--- config.mk ---
export PLATFORM = sky130hd
export DESIGN_NAME = keypad_scanner
export DESIGN_NICKNAME = d
export VERILOG_FILES = /design/src/rtl/keypad_scanner.sv
export SDC_FILE = /design/constraint.sdc
export NUM_CORES = 1
export LEC_CHECK = 0
export CELL_PAD_IN_SITES_DETAIL_PLACEMENT = 0
export CELL_PAD_IN_SITES_GLOBAL_PLACEMENT = 2
export CORE_MARGIN = 2
export CORE_UTILIZATION = 41
export DETAILED_ROUTE_END_ITERATION = 16
export DONT_BUFFER_PORTS = 1
export GPL_TIMING_DRIVEN = 0
export PLACE_DENSITY = 0.81
export SYNTH_ARGS = -nofsm -noshare
export SYNTH_HDL_FRONTEND = slang
export SYNTH_SLANG_ARGS = --single-unit
export TNS_END_PERCENT = 20
--- constraint.sdc ---
create_clock -name clock -period 2.9 [get_ports clock]
set_input_delay 0.87 -clock clock [delete_from_list [all_inputs] [get_ports clock]]
set_output_delay 0.87 -clock clock [all_outputs]
set_load 0.05 [all_outputs]
--- src/rtl/keypad_scanner.sv ---
// keypad_scanner: scans a 5x4 key matrix, debounces presses/releases and emits one-cycle key strobes.
// Optional BKSP auto-repeat is built only when KEY_REPEAT_EN is defined.
module keypad_scanner #(
    parameter int SCAN_DIV        = 1000,
    parameter int DEBOUNCE_CYCLES = 20000
`ifdef KEY_REPEAT_EN
    ,
    parameter int REPEAT_CYCLES   = 5000000
`endif
) (
    input  logic       clock,
    input  logic       reset,
    input  logic [3:0] col_n,
    output logic [4:0] row_n,
    output logic       key_dig,
    output logic       key_op,
    output logic       key_sub,
    output logic       key_ex,
    output logic       key_bksp,
    output logic       key_ms,
    output logic       key_mr,
    output logic       key_mc,
    output logic       key_clr,
    output logic [3:0] digit,
    output logic [1:0] op_code
);
    localparam int DW = $clog2(SCAN_DIV);
    localparam int BW = $clog2(DEBOUNCE_CYCLES);
    localparam logic [DW-1:0] DIV_LAST = DW'(SCAN_DIV - 1);
    localparam logic [BW-1:0] DB_LAST  = BW'(DEBOUNCE_CYCLES - 1);

    typedef enum logic [2:0] {SCAN, DEBOUNCE, EMIT, WAIT_REL, REL_DEBOUNCE} state_t;

    state_t        state;
    logic [3:0]    col_m, col_s;
    logic [2:0]    row, row_next;
    logic [1:0]    col, low_col;
    logic [DW-1:0] div;
    logic [BW-1:0] cnt;
    logic          held;
    logic [3:0]    dig_val;

`ifdef KEY_REPEAT_EN
    localparam int RW = $clog2(REPEAT_CYCLES);
    localparam logic [RW-1:0] REP_LAST = RW'(REPEAT_CYCLES - 1);
    logic [RW-1:0] rep;
`endif

    assign row_n    = ~(5'd1 << row);
    assign row_next = (row == 3'd4) ? 3'd0 : row + 3'd1;
    assign low_col  = !col_s[0] ? 2'd0 : !col_s[1] ? 2'd1 : !col_s[2] ? 2'd2 : 2'd3;
    assign held     = !col_s[col];
    assign dig_val  = {1'b0, row} * 4'd3 + {2'b0, col} + 4'd1;

    // two-flop synchroniser for the asynchronous column inputs (idle = all high)
    always_ff @(posedge clock or posedge reset) begin
        if (reset) begin
            col_m <= 4'hF;
            col_s <= 4'hF;
        end else begin
            col_m <= col_n;
            col_s <= col_m;
        end
    end

    // scan/debounce/emit FSM with registered strobes, digit and operator
    always_ff @(posedge clock or posedge reset) begin
        if (reset) begin
            state    <= SCAN;
            row      <= 3'd0;
            col      <= 2'd0;
            div      <= '0;
            cnt      <= '0;
            key_dig  <= 1'b0;
            key_op   <= 1'b0;
            key_sub  <= 1'b0;
            key_ex   <= 1'b0;
            key_bksp <= 1'b0;
            key_ms   <= 1'b0;
            key_mr   <= 1'b0;
            key_mc   <= 1'b0;
            key_clr  <= 1'b0;
            digit    <= 4'd0;
            op_code  <= 2'b00;
`ifdef KEY_REPEAT_EN
            rep      <= '0;
`endif
        end else begin
            key_dig  <= 1'b0;
            key_op   <= 1'b0;
            key_sub  <= 1'b0;
            key_ex   <= 1'b0;
            key_bksp <= 1'b0;
            key_ms   <= 1'b0;
            key_mr   <= 1'b0;
            key_mc   <= 1'b0;
            key_clr  <= 1'b0;
            case (state)
                SCAN: begin
                    if (div == DIV_LAST) begin
                        div <= '0;
                        if (col_s != 4'hF) begin
                            col   <= low_col;
                            cnt   <= '0;
                            state <= DEBOUNCE;
                        end else begin
                            row <= row_next;
                        end
                    end else begin
                        div <= div + 1'b1;
                    end
                end
                DEBOUNCE: begin
                    if (!held) begin
                        state <= SCAN;
                        row   <= row_next;
                        div   <= '0;
                    end else if (cnt == DB_LAST) begin
                        state <= EMIT;
                        if (row < 3'd3) begin
                            if (col == 2'd3) begin
                                key_op  <= 1'b1;
                                key_sub <= (row == 3'd1);
                                op_code <= row[1:0];
                            end else begin
                                key_dig <= 1'b1;
                                digit   <= dig_val;
                            end
                        end else if (row == 3'd3) begin
                            key_clr  <= (col == 2'd0);
                            key_ex   <= (col == 2'd2);
                            key_bksp <= (col == 2'd3);
                            if (col == 2'd1) begin
                                key_dig <= 1'b1;
                                digit   <= 4'd0;
                            end
                        end else begin
                            key_ms <= (col == 2'd0);
                            key_mr <= (col == 2'd1);
                            key_mc <= (col == 2'd2);
                        end
                    end else begin
                        cnt <= cnt + 1'b1;
                    end
                end
                EMIT: begin
                    state <= WAIT_REL;
`ifdef KEY_REPEAT_EN
                    rep   <= RW'(1);
`endif
                end
                WAIT_REL: begin
                    if (!held) begin
                        state <= REL_DEBOUNCE;
                        cnt   <= '0;
`ifdef KEY_REPEAT_EN
                        rep   <= '0;
`endif
                    end
`ifdef KEY_REPEAT_EN
                    else if (row == 3'd3 && col == 2'd3) begin
                        if (rep == REP_LAST) begin
                            key_bksp <= 1'b1;
                            rep      <= '0;
                        end else begin
                            rep <= rep + 1'b1;
                        end
                    end
`endif
                end
                REL_DEBOUNCE: begin
                    if (held) begin
                        state <= WAIT_REL;
                    end else if (cnt == DB_LAST) begin
                        state <= SCAN;
                        row   <= row_next;
                        div   <= '0;
                    end else begin
                        cnt <= cnt + 1'b1;
                    end
                end
                default: state <= SCAN;
            endcase
        end
    end
endmodule

==> metrics.txt <==
DRC errors left 0; Die H 87.9 um; met1 Usage GRT 24.4%; Final Critical Period roughly 2.7 ns; Distinct cells, synth 47; Clk pin slew, worst setup/hold paths between 0.1 and 0.15 ns; clock sinks 56; ys async rst share 100%; overall power ~1.3 mW; placed insts between 300 and 400; Worst IR Drop VDD 0.324 mV; status finished clean; die span in x around 90 um; critical path type reg -> reg; Initial Util a little over two fifths; detail-routed net length per standard cell about 15 um; fraction of layout instances using a drive strength above 1 between 10% and 20%; Crit. End Element flop; Arr. time, crit path between 2 and 3 ns; Syn Std Cell Area just under 0.003 sq mm; Synth Instances approximately 290; Max Clock Freq about 370 MHz; warnings from Yosys 0; RePlAce Congestion roughly 0.74; fin worst setup slack a little under 0.2 ns; synth cell count leaders 48 x dfrtp_1, 32 x nand2_1, 19 x a21oi_1, 19 x inv_1, 17 x nor2_1; number of diodes 0; Reg-to-Reg Start col[0]; Cell Pwr Density 405 mW/mm^2; hold path depth 0; Area contributors post-synth dfrtp_1 42%, dfstp_2 7.3%, ha_1 5.2%, nand2_1 4.2%, a31oi_1 3.5%; Worst Tran Pin Value around 0.95 ns; largest net degree at the start of global routing 35; IO Port Bufs 0; H-tree levels 2; EDFF count, synth 0; 1st-iter DRT viols between 80 and 90; crit start category flop; RSZ-0062 raised after global routing no; placed cell area 0.00303 sq mm; final hold violation count 0; Clock Skew 0.0140 ns; full die area 0.00773 sq mm; Final Net Count between 300 and 400; fin util a little under half; synthesized area per cell between 10 and 15 sq um; Slew headroom about 36%; GRT Residual Overflow 0; Max-cap violations 0; GRT busiest layer met2; Seq/Total Area, Yosys 48.9%; met3 Usage GRT under 10%; worst skew pair latency 0.32 ns; FF-to-FF End cnt[1]; Synth Register Bits 56; Place WS between 0.15 and 0.2 ns; Required @ worst endpoint 3.07 ns; site row count 30; post-route ant nets 0; CTS buffer count 5; share of the synthesized area in the top cell type roughly two fifths; CTS max path bufs 2; Setup violations, final 0; initial antenna violation count 0; clock root buffer clkbuf_8; flop-to-flop setup slack around 0.19 ns; Yosys top cell by area dfrtp_1; top_reg_cell synth dfrtp_1; GRT Util Overall 16.6%; number of global-route vias before repair around 2100; Final Max Tran Viols 0; CTS tree built; Tightest Hold Check Type reg -> reg; area grow syn2layout 8.32%; Pleak between 1 and 1.5 nW; met2 Use GR 25.1%; final instance area roughly 0.0031 sq mm; Final Non-Filler Cells about 390; CP max FO 10; first-pass GRT wire length 10.1 mm; Post-DP HPWL 4.28 mm; most frequent cell after synthesis dfrtp_1; Reg2Reg Depth 6; core area 0.00679 sq mm; worst hold start col_m[0]; I/O Pins 26; WHS Endpoint col_s[0]; DRT Pass-1 Iters 5; syn nets between 300 and 400; Final Cycle Share between 90% and 100%; total number of vias about 2100; Routed WL about 6.0 mm; post-DR vias/cell about 5.5
==> metal layers <==
| metal | wire length [um] | vias to the layer above |
|---|---|---|
| li1 | - | 1056 |
| met1 | 3170 | 1055 |
| met2 | 2660 | 26 |
| met3 | 144 | 4 |
| met4 | 46 | 0 |
| met5 | 0 | - |
==> layout make-up <==
class,instances,area [sq um]
fillers,664,3670
flip-flops and latches,56,1410
multi-input cells,204,1380
well taps,96,120
inverters,19,71.3
clock buffers,5,68.8
plain buffers,7,33.8
clock inverters,3,25.0
repair buffers,1,20.0
==> worst max path at each step <==
stage | start | to | slack (ns)
finish | col[0] | cnt[1] | 0.19
CTS | col[0] | cnt[1] | 0.17
floorplan | col[0] | digit[0] | 0.51
detailed placement | col[0] | cnt[1] | 0.18
global placement | reset | div[1] | -0.02
global route | col[0] | cnt[1] | 0.005
==> state kept, by name (all words and copies together), names as in the netlist <==
| name | cells |
|---|---|
| col_m | 4 |
| key_mc | 1 |
| col | 2 |
| key_mr | 1 |
| key_bksp | 1 |
| op_code | 2 |
| row | 3 |
| key_ms | 1 |
| cnt | 15 |
| key_clr | 1 |
| key_op | 1 |
| state | 3 |
| div | 10 |
| key_ex | 1 |
| key_sub | 1 |
| key_dig | 1 |
| digit | 4 |
| col_s | 4 |
==> worst max-delay path, cell delays in order, from the launching register on <==
cell and delay, ns:
dfrtp_1 0.37, buf_6 0.14, mux4_2 0.62, mux2_2 0.36
and2_1 0.23, nor3_1 0.67, o21ai_0 0.19
==> power breakdown <==
group	leakage [nW]	internal [mW]	switching, mW
registers	0.741	0.791	0.00332
logic	0.575	0.00532	0.0186
clock network	0.0452	0.177	0.270
==> repair_timing <==
| item | CTS | global route |
|---|---|---|
| setup buffers | 0 | 0 |
| resized for setup | 0 | 1 |
| hold buffers | 0 | 0 |
| setup endpoints to repair | 0 | 2 |
==> layout by cell type (no fill, tap or decap), types with 3 or more instances in the layout <==
cell type,instances
a21oi_1,19
nand2b_1,6
a31oi_1,16
mux2_4,4
nor2b_1,4
nand3_1,6
dfstp_2,8
clkbuf_1,6
nor3_1,5
nand2_1,32
o31ai_1,3
dfrtp_1,48
ha_1,12
mux2_2,7
o21ai_0,13
o22a_1,4
inv_1,18
and3_1,8
nand4_1,6
nor4_1,7
clkbuf_8,5
or4_1,3
nor2_1,17
==> logic make-up (layout without fill, tap and decap cells) <==
kind of cell	after synthesis	count (layout)	synth area share, %
mux	13	13	5.94
compound gates	69	69	15.1
simple gates	106	106	19.2
xor+xnor	2	2	0.607
buf+inv	26	35	3.64
fa+ha+maj	14	14	6.59
flops	56	56	48.9
==> through the flow <==
| stage | setup TNS [ns] | hold WS (ns) |
|---|---|---|
| 2_1_floorplan | 0 | 0.345 |
| 3_3_place_gp | -0.662 | 0.346 |
| 5_1_grt | 0 | 0.368 |
| 4_1_cts | 0 | 0.364 |
| 3_5_place_dp | 0 | 0.347 |
| 6_report | 0 | 0.363 |
Power figures use the tool's default switching activity.
